File: config.mk
export PLATFORM = sky130hd
export DESIGN_NAME = mem_arbiter
export DESIGN_NICKNAME = d
export VERILOG_FILES = /design/src/rtl/mem_arbiter.sv
export SDC_FILE = /design/constraint.sdc
export NUM_CORES = 1
export LEC_CHECK = 0
export BUFFER_PORTS_ARGS = -buffer_cell sky130_fd_sc_hd__buf_4
export CAP_MARGIN = 40
export CELL_PAD_IN_SITES_DETAIL_PLACEMENT = 1
export CELL_PAD_IN_SITES_GLOBAL_PLACEMENT = 1
export CORE_MARGIN = 10
export CORE_UTILIZATION = 17
export CTS_CLUSTER_SIZE = 14
export DETAILED_ROUTE_END_ITERATION = 7
export PLACE_DENSITY_LB_ADDON = 0.3
export SYNTH_ARGS = -nofsm -noshare
export SYNTH_HDL_FRONTEND = slang
export SYNTH_SLANG_ARGS = --single-unit
File: constraint.sdc
create_clock -name CLK -period 2.5 [get_ports CLK]
set_input_delay 0.375 -clock CLK [delete_from_list [all_inputs] [get_ports CLK]]
set_output_delay 0.375 -clock CLK [all_outputs]
set_load 0.05 [all_outputs]
File: src/rtl/mem_arbiter.sv
// Arbitrates instruction- and data-cache requests onto one RAM port.
// Data side wins by default; a saturating starvation counter forces an instruction grant.
module mem_arbiter #(
  parameter int ADDR_W       = 32,
  parameter int DATA_W       = 32,
  parameter int STARVE_LIMIT = 4
) (
  input  logic              CLK,
  input  logic              nRST,
  input  logic              iREN,
  input  logic [ADDR_W-1:0] iaddr,
  output logic              iwait,
  output logic [DATA_W-1:0] iload,
  input  logic              dREN,
  input  logic              dWEN,
  input  logic [ADDR_W-1:0] daddr,
  input  logic [DATA_W-1:0] dstore,
  output logic              dwait,
  output logic [DATA_W-1:0] dload,
  output logic              ramREN,
  output logic              ramWEN,
  output logic [ADDR_W-1:0] ramaddr,
  output logic [DATA_W-1:0] ramstore,
  input  logic [DATA_W-1:0] ramload,
  input  logic              ram_ready,
  output logic              starved
);

  typedef enum logic [1:0] {
    ARB    = 2'd0,
    DGRANT = 2'd1,
    IGRANT = 2'd2
  } state_t;

  localparam logic [3:0] LIMIT = 4'(STARVE_LIMIT);

  state_t     stateReg, stateNext;
  logic [3:0] starveCntReg, starveCntNext;
  logic       dReq;
  logic       atLimit;

  assign dReq    = dREN | dWEN;
  assign atLimit = (starveCntReg == LIMIT);
  assign starved = atLimit;

  always_ff @(posedge CLK) begin
    if (!nRST) begin
      stateReg     <= ARB;
      starveCntReg <= 4'd0;
    end else begin
      stateReg     <= stateNext;
      starveCntReg <= starveCntNext;
    end
  end

  // Counter only counts cycles the instruction side is actually waiting outside its own grant.
  always_comb begin
    starveCntNext = starveCntReg;
    if (stateReg == IGRANT) begin
      if (iREN && ram_ready) starveCntNext = 4'd0;
    end else if (iREN && !atLimit) begin
      starveCntNext = starveCntReg + 4'd1;
    end
  end

  always_comb begin
    stateNext = stateReg;
    ramREN    = 1'b0;
    ramWEN    = 1'b0;
    ramaddr   = '0;
    ramstore  = '0;
    iwait     = 1'b1;
    dwait     = 1'b1;
    iload     = '0;
    dload     = '0;
    unique case (stateReg)
      ARB: begin
        if (dReq && !(iREN && atLimit)) stateNext = DGRANT;
        else if (iREN)                  stateNext = IGRANT;
      end
      DGRANT: begin
        ramaddr = daddr;
        if (!dReq) begin
          // Withdrawn request: no strobe, no completion, even if RAM reports ready.
          stateNext = ARB;
        end else begin
          if (dWEN) begin
            ramWEN   = 1'b1;
            ramstore = dstore;
          end else begin
            ramREN = 1'b1;
          end
          dwait = !ram_ready;
          if (ram_ready) begin
            if (!dWEN) dload = ramload;
            stateNext = ARB;
          end
        end
      end
      IGRANT: begin
        ramaddr = iaddr;
        if (!iREN) begin
          stateNext = ARB;
        end else begin
          ramREN = 1'b1;
          iwait  = !ram_ready;
          if (ram_ready) begin
            iload     = ramload;
            stateNext = ARB;
          end
        end
      end
      default: stateNext = ARB;
    endcase
  end

endmodule

==> metrics <==
status=complete, no violations; WHS Endpoint=starveCntReg[0]$_SDFFE_PN0P_; Reg power frac=0.112; synthesized cell area=0.001642 mm^2; Routed WL=12,440 um; FP Rows=35; CTS max path bufs=2; RR Endpoint=starveCntReg[3]$_SDFFE_PN0P_; I/O Pins=267; Die ar.=0.01399 mm^2; hold depth=3; # clock sinks=6; met3 Usage GRT=0.07758; routed vias=2,770; Routed Antenna Nets=0; Worst Hold Slack=0.4708 ns; worst hold path startpoint=nRST; # port buffers=266; Core ar.=0.009328 mm^2; Pwr Density=256.0 mW/mm^2; final net count=635; Starting Density=0.1760; Post-Syn Instances=246; Data required, critical path=2.12 ns; postcts setup bufs=0; clock power share=0.153; crit-path cells=inv_1 > ha_1 > and3_2 > and2_1 > buf_4; Sw Ratio=0.4777; initial antenna violation count=0; slowest cell on the critical path=and3_2; Pint=0.5060 mW; CP arrival=1.91 ns; Max Freq=437.9 MHz; largest cells by area after synthesis=and2_1, a22oi_1, nor2b_1; Worst Tran Pin Value=0.4433 ns; Setup-failing EPs final=0; setup TNS=0 ns; leakage=2.070 nW; PostCTS Resize Cnt=0; Worst R2R Path Depth=6; layout cells sized above 1=0.5639; synth cell count leaders=and2_1, nor2b_1, a22oi_1, and3_1, clkbuf_1; R2R Path Start=stateReg[0]$_SDFFE_PN0P_; Worst Hold Class=primary input to flip-flop; CTS root buf=clkbuf_8; most crowded layer after global routing=met2; Tot GR Track Use=0.1610; TritonCTS buffer count=3; ys async rst share=0; Syn-to-layout area delta=130.6%; Clock Skew=0.002173 ns; normalized max-slew margin=0.7044; Combinational Power Share=0.735; clock insertion delay at the later pin of the skew report=0.22 ns; largest net degree at the start of global routing=69; Die X=118.3 um; Yosys reg bits=6; drc violations=0; Worst setup SP type=flip-flop; leading area contributor after synthesis=and2_1; Max-Cap Viols=0; Die Height=118.3 um; Ys Warns=0; met2 usage=0.2921; Final period util=0.9134; number of enable flip-flop cells after synthesis=0; crit path capture type=output port; post-synth net total=386; vias in the first global route=2,973; met1 Use GR=0.1697; Final Hold Viols=0; diodes inserted=0; # hold bufs at CTS=0; Initial DRT Pass Iterations=4; final slew viol count=0; Routability Congestion=0.7955; DPL Wire Length=10,810 um; first-pass GRT wire length=18,330 um; grt total ovfl=0; flop2flop setup slack=0.76 ns; WL/cell=19.99 um; CTS tree=done; CP startpoint=stateReg[0]$_SDFFE_PN0P_; sw power=0.4629 mW; prevailing post-synth register cell=dfxtp_1; Avg Cell Area, Syn=6.673 um^2; Synth top area share=0.2477; htree depth=1; post-route minimum period=2.283 ns; post-synthesis sequential area ratio=0.07317; top-count cell post-synth=and2_1; via density per instance=4.453; Critical Path Fanout Max=33; critical path class=flip-flop to output port; Initial DRC Count=149; Slowest Stage Delay on Critical Path=0.53 ns; RSZ-0062 raised after global routing=no; VDD IR max=0.1164 mV; synth unique cells=35; Clk pin slew, worst setup/hold paths=0.04 ns
==> area by class of cell <==
type,count,area (um^2)
fill,1205,5543
timing repair buffer,270,2039
multi-input combinational,206,1393
tap,129,161.4
sequential,6,120.1
clock buffer,3,41.29
inverter,8,30.03
==> kinds of logic after synthesis <==
| group | after synthesis | synth area share |
|---|---|---|
| compound gates | 44 | 0.1974 |
| simple gates | 155 | 0.5976 |
| fa+ha+maj | 6 | 0.04573 |
| mux | 1 | 0.006098 |
| flops | 6 | 0.07317 |
| buf+inv | 34 | 0.08003 |
==> metal layers <==
layer | routed length, um | up-vias
met1 | 4631 | 1247
met2 | 6135 | 177
met3 | 1626 | 5
met4 | 42 | 0
li1 | - | 1341
met5 | 0 | -
==> how the worst max path moves through the flow <==
| stage | to | slack, ns | depth (start not counted) |
|---|---|---|---|
| floorplan | ramaddr[10] | 0.30 | 6 |
| global placement | iload[10] | 0.54 | 5 |
| detailed placement | iload[26] | 0.42 | 5 |
| CTS | iload[26] | 0.18 | 5 |
| global route | ramaddr[0] | 0.02 | 6 |
| finish | iload[26] | 0.22 | 5 |
==> placed cells by master, fill, tap and decap left out, drive strengths merged, types with 2 or more instances in the layout <==
cell type | Yosys | final
a21boi | 2 | 2
a21oi | 2 | 2
a22oi | 32 | 32
and2 | 65 | 65
and3 | 33 | 33
and4bb | 2 | 2
buf | 3 | 270
clkbuf | 23 | 3
dfxtp | 6 | 6
ha | 6 | 6
inv | 8 | 8
nand2 | 5 | 5
nand3 | 3 | 3
nand3b | 2 | 2
nor2b | 34 | 34
o21ai | 3 | 3
or4 | 2 | 2
==> registers in the layout, indices dropped and copies added, names as in the netlist <==
signal / cells
starveCntReg: 4
stateReg: 2
==> power by group through the flow <==
stage	Combinational [mW]	Clock [mW]	Sequential [mW]
floorplan	0.397	0	0.108
global placement	0.709	0	0.109
detailed placement	0.720	0	0.110
CTS	0.721	0.151	0.109
global route	0.764	0.154	0.110
finish	0.712	0.148	0.108
==> worst max-delay path, delay by kind of cell, from the launching register on <==
| family | cells | cell delay, ns |
|---|---|---|
| fa+ha+maj | 1 | 0.29 |
| flops | 1 | 0.34 |
| buf+inv | 2 | 0.31 |
| simple gates | 2 | 0.75 |
==> through the flow <==
step           cells  power [mW]  cell area [um^2]  utilization  setup slack, ns
2_1_floorplan    246      0.5045              1642            -           0.3022
3_3_place_gp     619      0.8176              3744       0.4013           0.5444
3_5_place_dp     619      0.8296              3744       0.4013           0.4183
4_1_cts          622      0.9804              3785       0.4058           0.1762
5_1_grt          622       1.027              3785       0.4058          0.02273
6_report         622      0.9689              3785       0.4058           0.2166
(Power assumes the default switching activity.)
